File: src/rtl/alu_sched_pkg.sv
// Shared encodings for the ALU operation scheduler: FSM states, unit-select
// codes and the unit-enable decode.
package alu_sched_pkg;

  localparam logic [1:0] IDLE  = 2'd0;
  localparam logic [1:0] ISSUE = 2'd1;
  localparam logic [1:0] WAIT  = 2'd2;
  localparam logic [1:0] RESP  = 2'd3;

  localparam logic [1:0] SEL_ARITH = 2'b00;
  localparam logic [1:0] SEL_LOGIC = 2'b01;
  localparam logic [1:0] SEL_CMP   = 2'b10;
  localparam logic [1:0] SEL_SHIFT = 2'b11;

  // Bit order of the returned vector is {shift, cmp, logic, arith}.
  function automatic logic [3:0] sel_onehot(input logic [1:0] sel);
    return 4'b0001 << sel;
  endfunction

endpackage

File: src/rtl/rr_arb2.sv
// Two-way round-robin arbiter; the last-grant register only advances when the
// caller signals that the current grant was actually taken.
module rr_arb2 (
  input  logic       CLK,
  input  logic       RST,
  input  logic [1:0] req,
  input  logic       update_en,
  output logic [1:0] gnt
);

  logic last_one;  // 1: requester 1 was granted last

  always_comb begin
    gnt[0] = req[0] & (~req[1] | last_one);
    gnt[1] = req[1] & (~req[0] | ~last_one);
  end

  always_ff @(posedge CLK or negedge RST) begin
    if (!RST)
      last_one <= 1'b1;
    else if (update_en)
      last_one <= gnt[1];
  end

endmodule

File: src/rtl/alu_op_sched.sv
// Shares the arith/logic/cmp/shift units between two requesters: arbitrate,
// latch operands, pulse one unit enable, capture its result, hand it back.
module alu_op_sched
  import alu_sched_pkg::*;
#(
  parameter int DATA_WD = 16
) (
  input  logic               CLK,
  input  logic               RST,
  input  logic               REQ0_VALID,
  output logic               REQ0_READY,
  input  logic [DATA_WD-1:0] REQ0_A,
  input  logic [DATA_WD-1:0] REQ0_B,
  input  logic [3:0]         REQ0_FUN,
  input  logic               REQ1_VALID,
  output logic               REQ1_READY,
  input  logic [DATA_WD-1:0] REQ1_A,
  input  logic [DATA_WD-1:0] REQ1_B,
  input  logic [3:0]         REQ1_FUN,
  output logic [DATA_WD-1:0] A_OUT,
  output logic [DATA_WD-1:0] B_OUT,
  output logic [1:0]         FUN_OUT,
  output logic               ARITH_EN,
  output logic               LOGIC_EN,
  output logic               CMP_EN,
  output logic               SHIFT_EN,
  input  logic [DATA_WD-1:0] ARITH_RES,
  input  logic [DATA_WD-1:0] LOGIC_RES,
  input  logic [DATA_WD-1:0] CMP_RES,
  input  logic [DATA_WD-1:0] SHIFT_RES,
  input  logic               ARITH_FLAG,
  input  logic               LOGIC_FLAG,
  input  logic               CMP_FLAG,
  input  logic               SHIFT_FLAG,
  output logic [DATA_WD-1:0] RES_DATA,
  output logic               RES_ID,
  output logic               RES_ERR,
  output logic               RES_VALID,
  input  logic               RES_READY
);

  logic [1:0]         state;
  logic [1:0]         gnt;
  logic [1:0]         sel_q;
  logic               id_q;
  logic               accept;
  logic [DATA_WD-1:0] unit_res;
  logic               unit_flag;
  logic [3:0]         en_vec;

  rr_arb2 u_arb (
    .CLK       (CLK),
    .RST       (RST),
    .req       ({REQ1_VALID, REQ0_VALID}),
    .update_en (accept),
    .gnt       (gnt)
  );

  // A grant already implies VALID, so READY alone marks the handshake.
  assign REQ0_READY = RST & (state == IDLE) & gnt[0];
  assign REQ1_READY = RST & (state == IDLE) & gnt[1];
  assign accept     = REQ0_READY | REQ1_READY;

  assign en_vec = (state == ISSUE) ? sel_onehot(sel_q) : '0;
  assign {SHIFT_EN, CMP_EN, LOGIC_EN, ARITH_EN} = en_vec;

  assign RES_VALID = (state == RESP);
  assign RES_ID    = id_q;

  always_comb begin
    unit_res  = ARITH_RES;
    unit_flag = ARITH_FLAG;
    case (sel_q)
      SEL_LOGIC: begin unit_res = LOGIC_RES; unit_flag = LOGIC_FLAG; end
      SEL_CMP:   begin unit_res = CMP_RES;   unit_flag = CMP_FLAG;   end
      SEL_SHIFT: begin unit_res = SHIFT_RES; unit_flag = SHIFT_FLAG; end
      default:   begin unit_res = ARITH_RES; unit_flag = ARITH_FLAG; end
    endcase
  end

  always_ff @(posedge CLK or negedge RST) begin
    if (!RST) begin
      state    <= IDLE;
      A_OUT    <= '0;
      B_OUT    <= '0;
      FUN_OUT  <= '0;
      sel_q    <= '0;
      id_q     <= 1'b0;
      RES_DATA <= '0;
      RES_ERR  <= 1'b0;
    end else begin
      case (state)
        IDLE: if (accept) begin
          state <= ISSUE;
          id_q  <= gnt[1];
          if (gnt[1]) begin
            A_OUT   <= REQ1_A;
            B_OUT   <= REQ1_B;
            FUN_OUT <= REQ1_FUN[1:0];
            sel_q   <= REQ1_FUN[3:2];
          end else begin
            A_OUT   <= REQ0_A;
            B_OUT   <= REQ0_B;
            FUN_OUT <= REQ0_FUN[1:0];
            sel_q   <= REQ0_FUN[3:2];
          end
        end
        ISSUE: state <= WAIT;
        WAIT: begin
          RES_DATA <= unit_res;
          RES_ERR  <= ~unit_flag;
          state    <= RESP;
        end
        RESP: if (RES_READY) state <= IDLE;
        default: state <= IDLE;
      endcase
    end
  end

endmodule
File: config.mk
export PLATFORM = sky130hd
export DESIGN_NAME = alu_op_sched
export DESIGN_NICKNAME = d
export VERILOG_FILES = /design/src/rtl/alu_sched_pkg.sv /design/src/rtl/rr_arb2.sv /design/src/rtl/alu_op_sched.sv
export SDC_FILE = /design/constraint.sdc
export NUM_CORES = 1
export LEC_CHECK = 0
export CAP_MARGIN = 25
export CELL_PAD_IN_SITES_DETAIL_PLACEMENT = 0
export CELL_PAD_IN_SITES_GLOBAL_PLACEMENT = 1
export CORE_MARGIN = 2
export CORE_UTILIZATION = 27
export DETAILED_ROUTE_END_ITERATION = 6
export GPL_TIMING_DRIVEN = 0
export PLACE_DENSITY_LB_ADDON = 0.25
export REMOVE_ABC_BUFFERS = 1
export SLEW_MARGIN = 20
export SYNTH_ARGS = -nofsm -noshare
export SYNTH_HDL_FRONTEND = slang
export SYNTH_SLANG_ARGS = --single-unit
File: constraint.sdc
create_clock -name CLK -period 4.25 [get_ports CLK]
set_input_delay 0.85 -clock CLK [delete_from_list [all_inputs] [get_ports CLK]]
set_output_delay 0.85 -clock CLK [all_outputs]
set_load 0.01 [all_outputs]
==> key figures <==
Global route
  • GR Util met3: 6.99%
  • Initial antenna violation count: 0
  • Largest net degree at the start of global routing: 49
  • GRT overflow: 0
  • Total routing resource utilization after global routing: 16.1%
  • Vias in the first global route: 2953
  • First-pass GRT wire length: between 10000 and 15000 um
  • Met1 capacity usage during global routing: 18.5%
  • Busiest layer in global routing: met2
  • Global-route track usage on met2: 26.3%

Finish
  • FF/Latch Area: 1430 um^2
  • Antenna diodes: 0
  • Fillers: 1016
  • Area overhead of the layout relative to synthesis: 78.5%
  • Core utilization of the finished layout: 49.6%
  • # nets final: about 630
  • Area of the multi-input gates: 1470 um^2
  • Layout Cell Area excl Fill: 5380 um^2
  • Proportion of layout cells with a drive suffix above 1: ~11%

Detailed routing
  • Total iterations of the first detailed-routing run: 4
  • Number of remaining DRC errors: 0
  • Routed vias: 2891
  • Number of nets with antenna violations after routing: 0
  • Routed wire length per instance: between 15 and 20 um
  • Final WL: between 9000 and 10000 um
  • DRC violation total after the first TritonRoute iteration: slightly above 80
  • Number of vias per cell after detailed routing: 4.60

Setup path
  • Cell chain of the critical path: clkdlybuf4s50_1 -> a21boi_4 -> buf_16 -> and3_1 -> clkdlybuf4s50_1
  • Largest fanout of any net on the critical path: 27
  • Worst-path cell with the longest stage delay: sky130_fd_sc_hd__clkdlybuf4s50_1
  • R2R cell count: 3
  • Sort of element at the start of the critical path: input pin
  • Launching element of the worst setup path: REQ1_VALID
  • Setup CP Type: input pin to output port
  • Cell count along the critical path: 5
  • WP buf/inv: 3
  • Top cell family by delay on the critical path: buffers and inverters
  • WP data required: around 3400 ps
  • Worst flop-to-flop path startpoint: sel_q[0]$_DFFE_PN0P_
  • Critical path capture point type: output port
  • Dominant cell type by count on the critical path: sky130_fd_sc_hd__clkdlybuf4s50_1
  • Stage delay of the slowest cell on the critical path: ~580 ps
  • CP Data Arrival Time: 2870 ps

Power
  • Sw Ratio: 33.8%
  • Maximum vdd drop: 0.239 mV
  • Register share of total power: between 30% and 40%
  • Leakage power total: 2.19 nW
  • Final total power: 3.23 mW
  • Total internal power: 2.13 mW
  • Power density over the cells: 600 nW/um^2
  • Part of the total power dissipated in the clock network: between 10% and 20%
  • Power dissipated by switching net loads: ~1.1 mW
  • Combinational group share of total power: a little over half

Clock tree
  • Clock edge transition at the registers on the reported setup and hold paths: ~60 ps
  • Worst skew pair latency: 340 ps
  • Cell at the root of the clock tree: sky130_fd_sc_hd__clkbuf_8
  • Post CTS Setup Buffer Count: 0
  • Clk sinks: 57
  • Number of buffers created by CTS: 9
  • Count of hold-fix buffers inserted at cts: 0
  • Clock Tree Buf Depth: 2
  • Clock tree from TritonCTS: yes
  • CTS H-tree depth: 3
  • Post-cts gate resize count: 0

Place
  • HPWL after detailed placement: 7310 um
  • Placement-stage cell area: 5200 um^2
  • Buffers added on ports: 203
  • Placer's final routability congestion estimate: 0.736

Timing
  • Final worst path period need: 3720 ps
  • Skew final: 5.21 ps
  • Final Max Slew Viols: 0
  • Share of the clock period used by the worst path after layout: 87.4%
  • Unrepaired setup endpoints after global routing: false
  • Setup_tns: 0 ps
  • Max Freq: around 0.27 GHz
  • Rel. slew slack: 33.0%
  • Number of hold-slack violations in the final timing report: 0
  • Transition at the pin with the smallest max-transition slack: between 1000 and 1500 ps
  • Final setup viols: 0

Yosys
  • Synthesized area: 3010 um^2
  • Average size of a mapped cell: 10.5 um^2
  • Main synth FF type: sky130_fd_sc_hd__dfrtp_1
  • Most instantiated library cell after synthesis: sky130_fd_sc_hd__nand2_1
  • Yosys Warn Count: 0
  • Top cells by area, synth: sky130_fd_sc_hd__dfrtp_1 (47%), sky130_fd_sc_hd__mux4_2 (11%), sky130_fd_sc_hd__nand2_1 (9.1%)
  • Async set or reset register ratio after synthesis: between 90% and 100%
  • Gate Count Post-Synth: ~290
  • Number of enable flip-flop cells after synthesis: 0
  • Cell type with the largest total area after synthesis: sky130_fd_sc_hd__dfrtp_1
  • Count of unique library cells instantiated by Yosys: 27
  • Area share of the leading cell type in the synthesized netlist: 46.5%
  • FF+latch count, synth: 57
  • Most numerous cell types in the synthesized netlist: sky130_fd_sc_hd__nand2_1 (73), sky130_fd_sc_hd__dfrtp_1 (56), sky130_fd_sc_hd__nor2_1 (38), sky130_fd_sc_hd__a31oi_1 (37)
  • Sequential element share of the synthesized area: 47.4%

Die
  • Placeable core region: roughly 11000 um^2
  • Starting density of the core: 27.8%
  • Horizontal die dimension: about 110 um
  • Die height: 110 um
  • Cell row count: 38
  • Die footprint: between 10000 and 15000 um^2
  • I/O pin count: 204

Worst hold path
  • Class of the worst hold path: input pin to async pin

Flow run
  • Max-cap viol count: 0

Outcome
  • Run status: finished, final reports clean
state kept, by name (all words and copies together) (netlist names):
name            count
u_arb.last_one      1
RES_ID              1
A_OUT              16
sel_q               2
RES_ERR             1
state               2
RES_DATA           16
FUN_OUT             2
B_OUT              16
cells by family (layout without fill, tap and decap cells):
| kind of cell | after synthesis | after routing | synth area share [%] |
|---|---|---|---|
| mux | 36 | 36 | 21.2 |
| compound gates | 45 | 45 | 9.76 |
| flops | 57 | 57 | 47.4 |
| buf+inv | 26 | 228 | 4.36 |
| fa+ha+maj | 5 | 5 | 2.08 |
| simple gates | 117 | 117 | 15.2 |
final cells by class:
| cell class | instances | share of cell area, % |
|---|---|---|
| timing repair buffer | 207 | 39.3 |
| multi-input combinational | 203 | 27.3 |
| sequential | 57 | 26.6 |
| tap | 140 | 3.26 |
| clock buffer | 13 | 2.96 |
| inverter | 5 | 0.349 |
| clock inverter | 3 | 0.279 |
worst reg2reg max path, stage by stage (launching register included):
cell and delay [ps]:
sky130_fd_sc_hd__dfrtp_1 770, sky130_fd_sc_hd__buf_8 240, sky130_fd_sc_hd__mux4_1 580, sky130_fd_sc_hd__mux2_2 280
metrics by stage:
stage	worst slack, ps	instances	hold slack [ps]
3_3_place_gp	-1490	608	491
4_1_cts	485	628	437
6_report	534	628	440
3_5_place_dp	488	612	492
5_1_grt	419	628	464
2_1_floorplan	1420	265	534
metal layers:
metal / up-vias / wire, um
met2: 151 / 4380
met1: 1326 / 3780
li1: 1403 / -
met5: - / 0
met3: 11 / 1360
met4: 0 / 151
power by group through the flow:
stage / registers (mW) / logic [mW] / clock network [mW]
3_5_place_dp: 1.05 / 1.75 / 0
6_report: 1.03 / 1.73 / 0.459
3_3_place_gp: 1.05 / 1.68 / 0
5_1_grt: 1.08 / 1.89 / 0.504
4_1_cts: 1.04 / 1.76 / 0.483
2_1_floorplan: 1.16 / 0.728 / 0
path summary, 6_finish.rpt:
check | endpoint | slack, ps
max | REQ1_READY | 530
min | RES_DATA[15]$_DFFE_PN0P_ | 440
max reg2reg | RES_DATA[11]$_DFFE_PN0P_ | 2260
min reg2reg | RES_DATA[11]$_DFFE_PN0P_ | 510
max in group asynchronous | u_arb.last_one$_DFFE_PN1P_ | 3230
min in group CLK | RES_DATA[11]$_DFFE_PN0P_ | 510
placed cells by master, fill, tap and decap left out, types with 3 or more instances in the layout:
master,n
sky130_fd_sc_hd__a31oi_1,37
sky130_fd_sc_hd__clkbuf_8,11
sky130_fd_sc_hd__clkdlybuf4s50_1,202
sky130_fd_sc_hd__clkinv_2,3
sky130_fd_sc_hd__dfrtp_1,56
sky130_fd_sc_hd__ha_1,5
sky130_fd_sc_hd__inv_1,5
sky130_fd_sc_hd__mux2_2,7
sky130_fd_sc_hd__mux2_4,10
sky130_fd_sc_hd__mux4_2,15
sky130_fd_sc_hd__nand2_1,73
sky130_fd_sc_hd__nor2_1,38
Note: power is estimated with default switching activity, not from simulation.
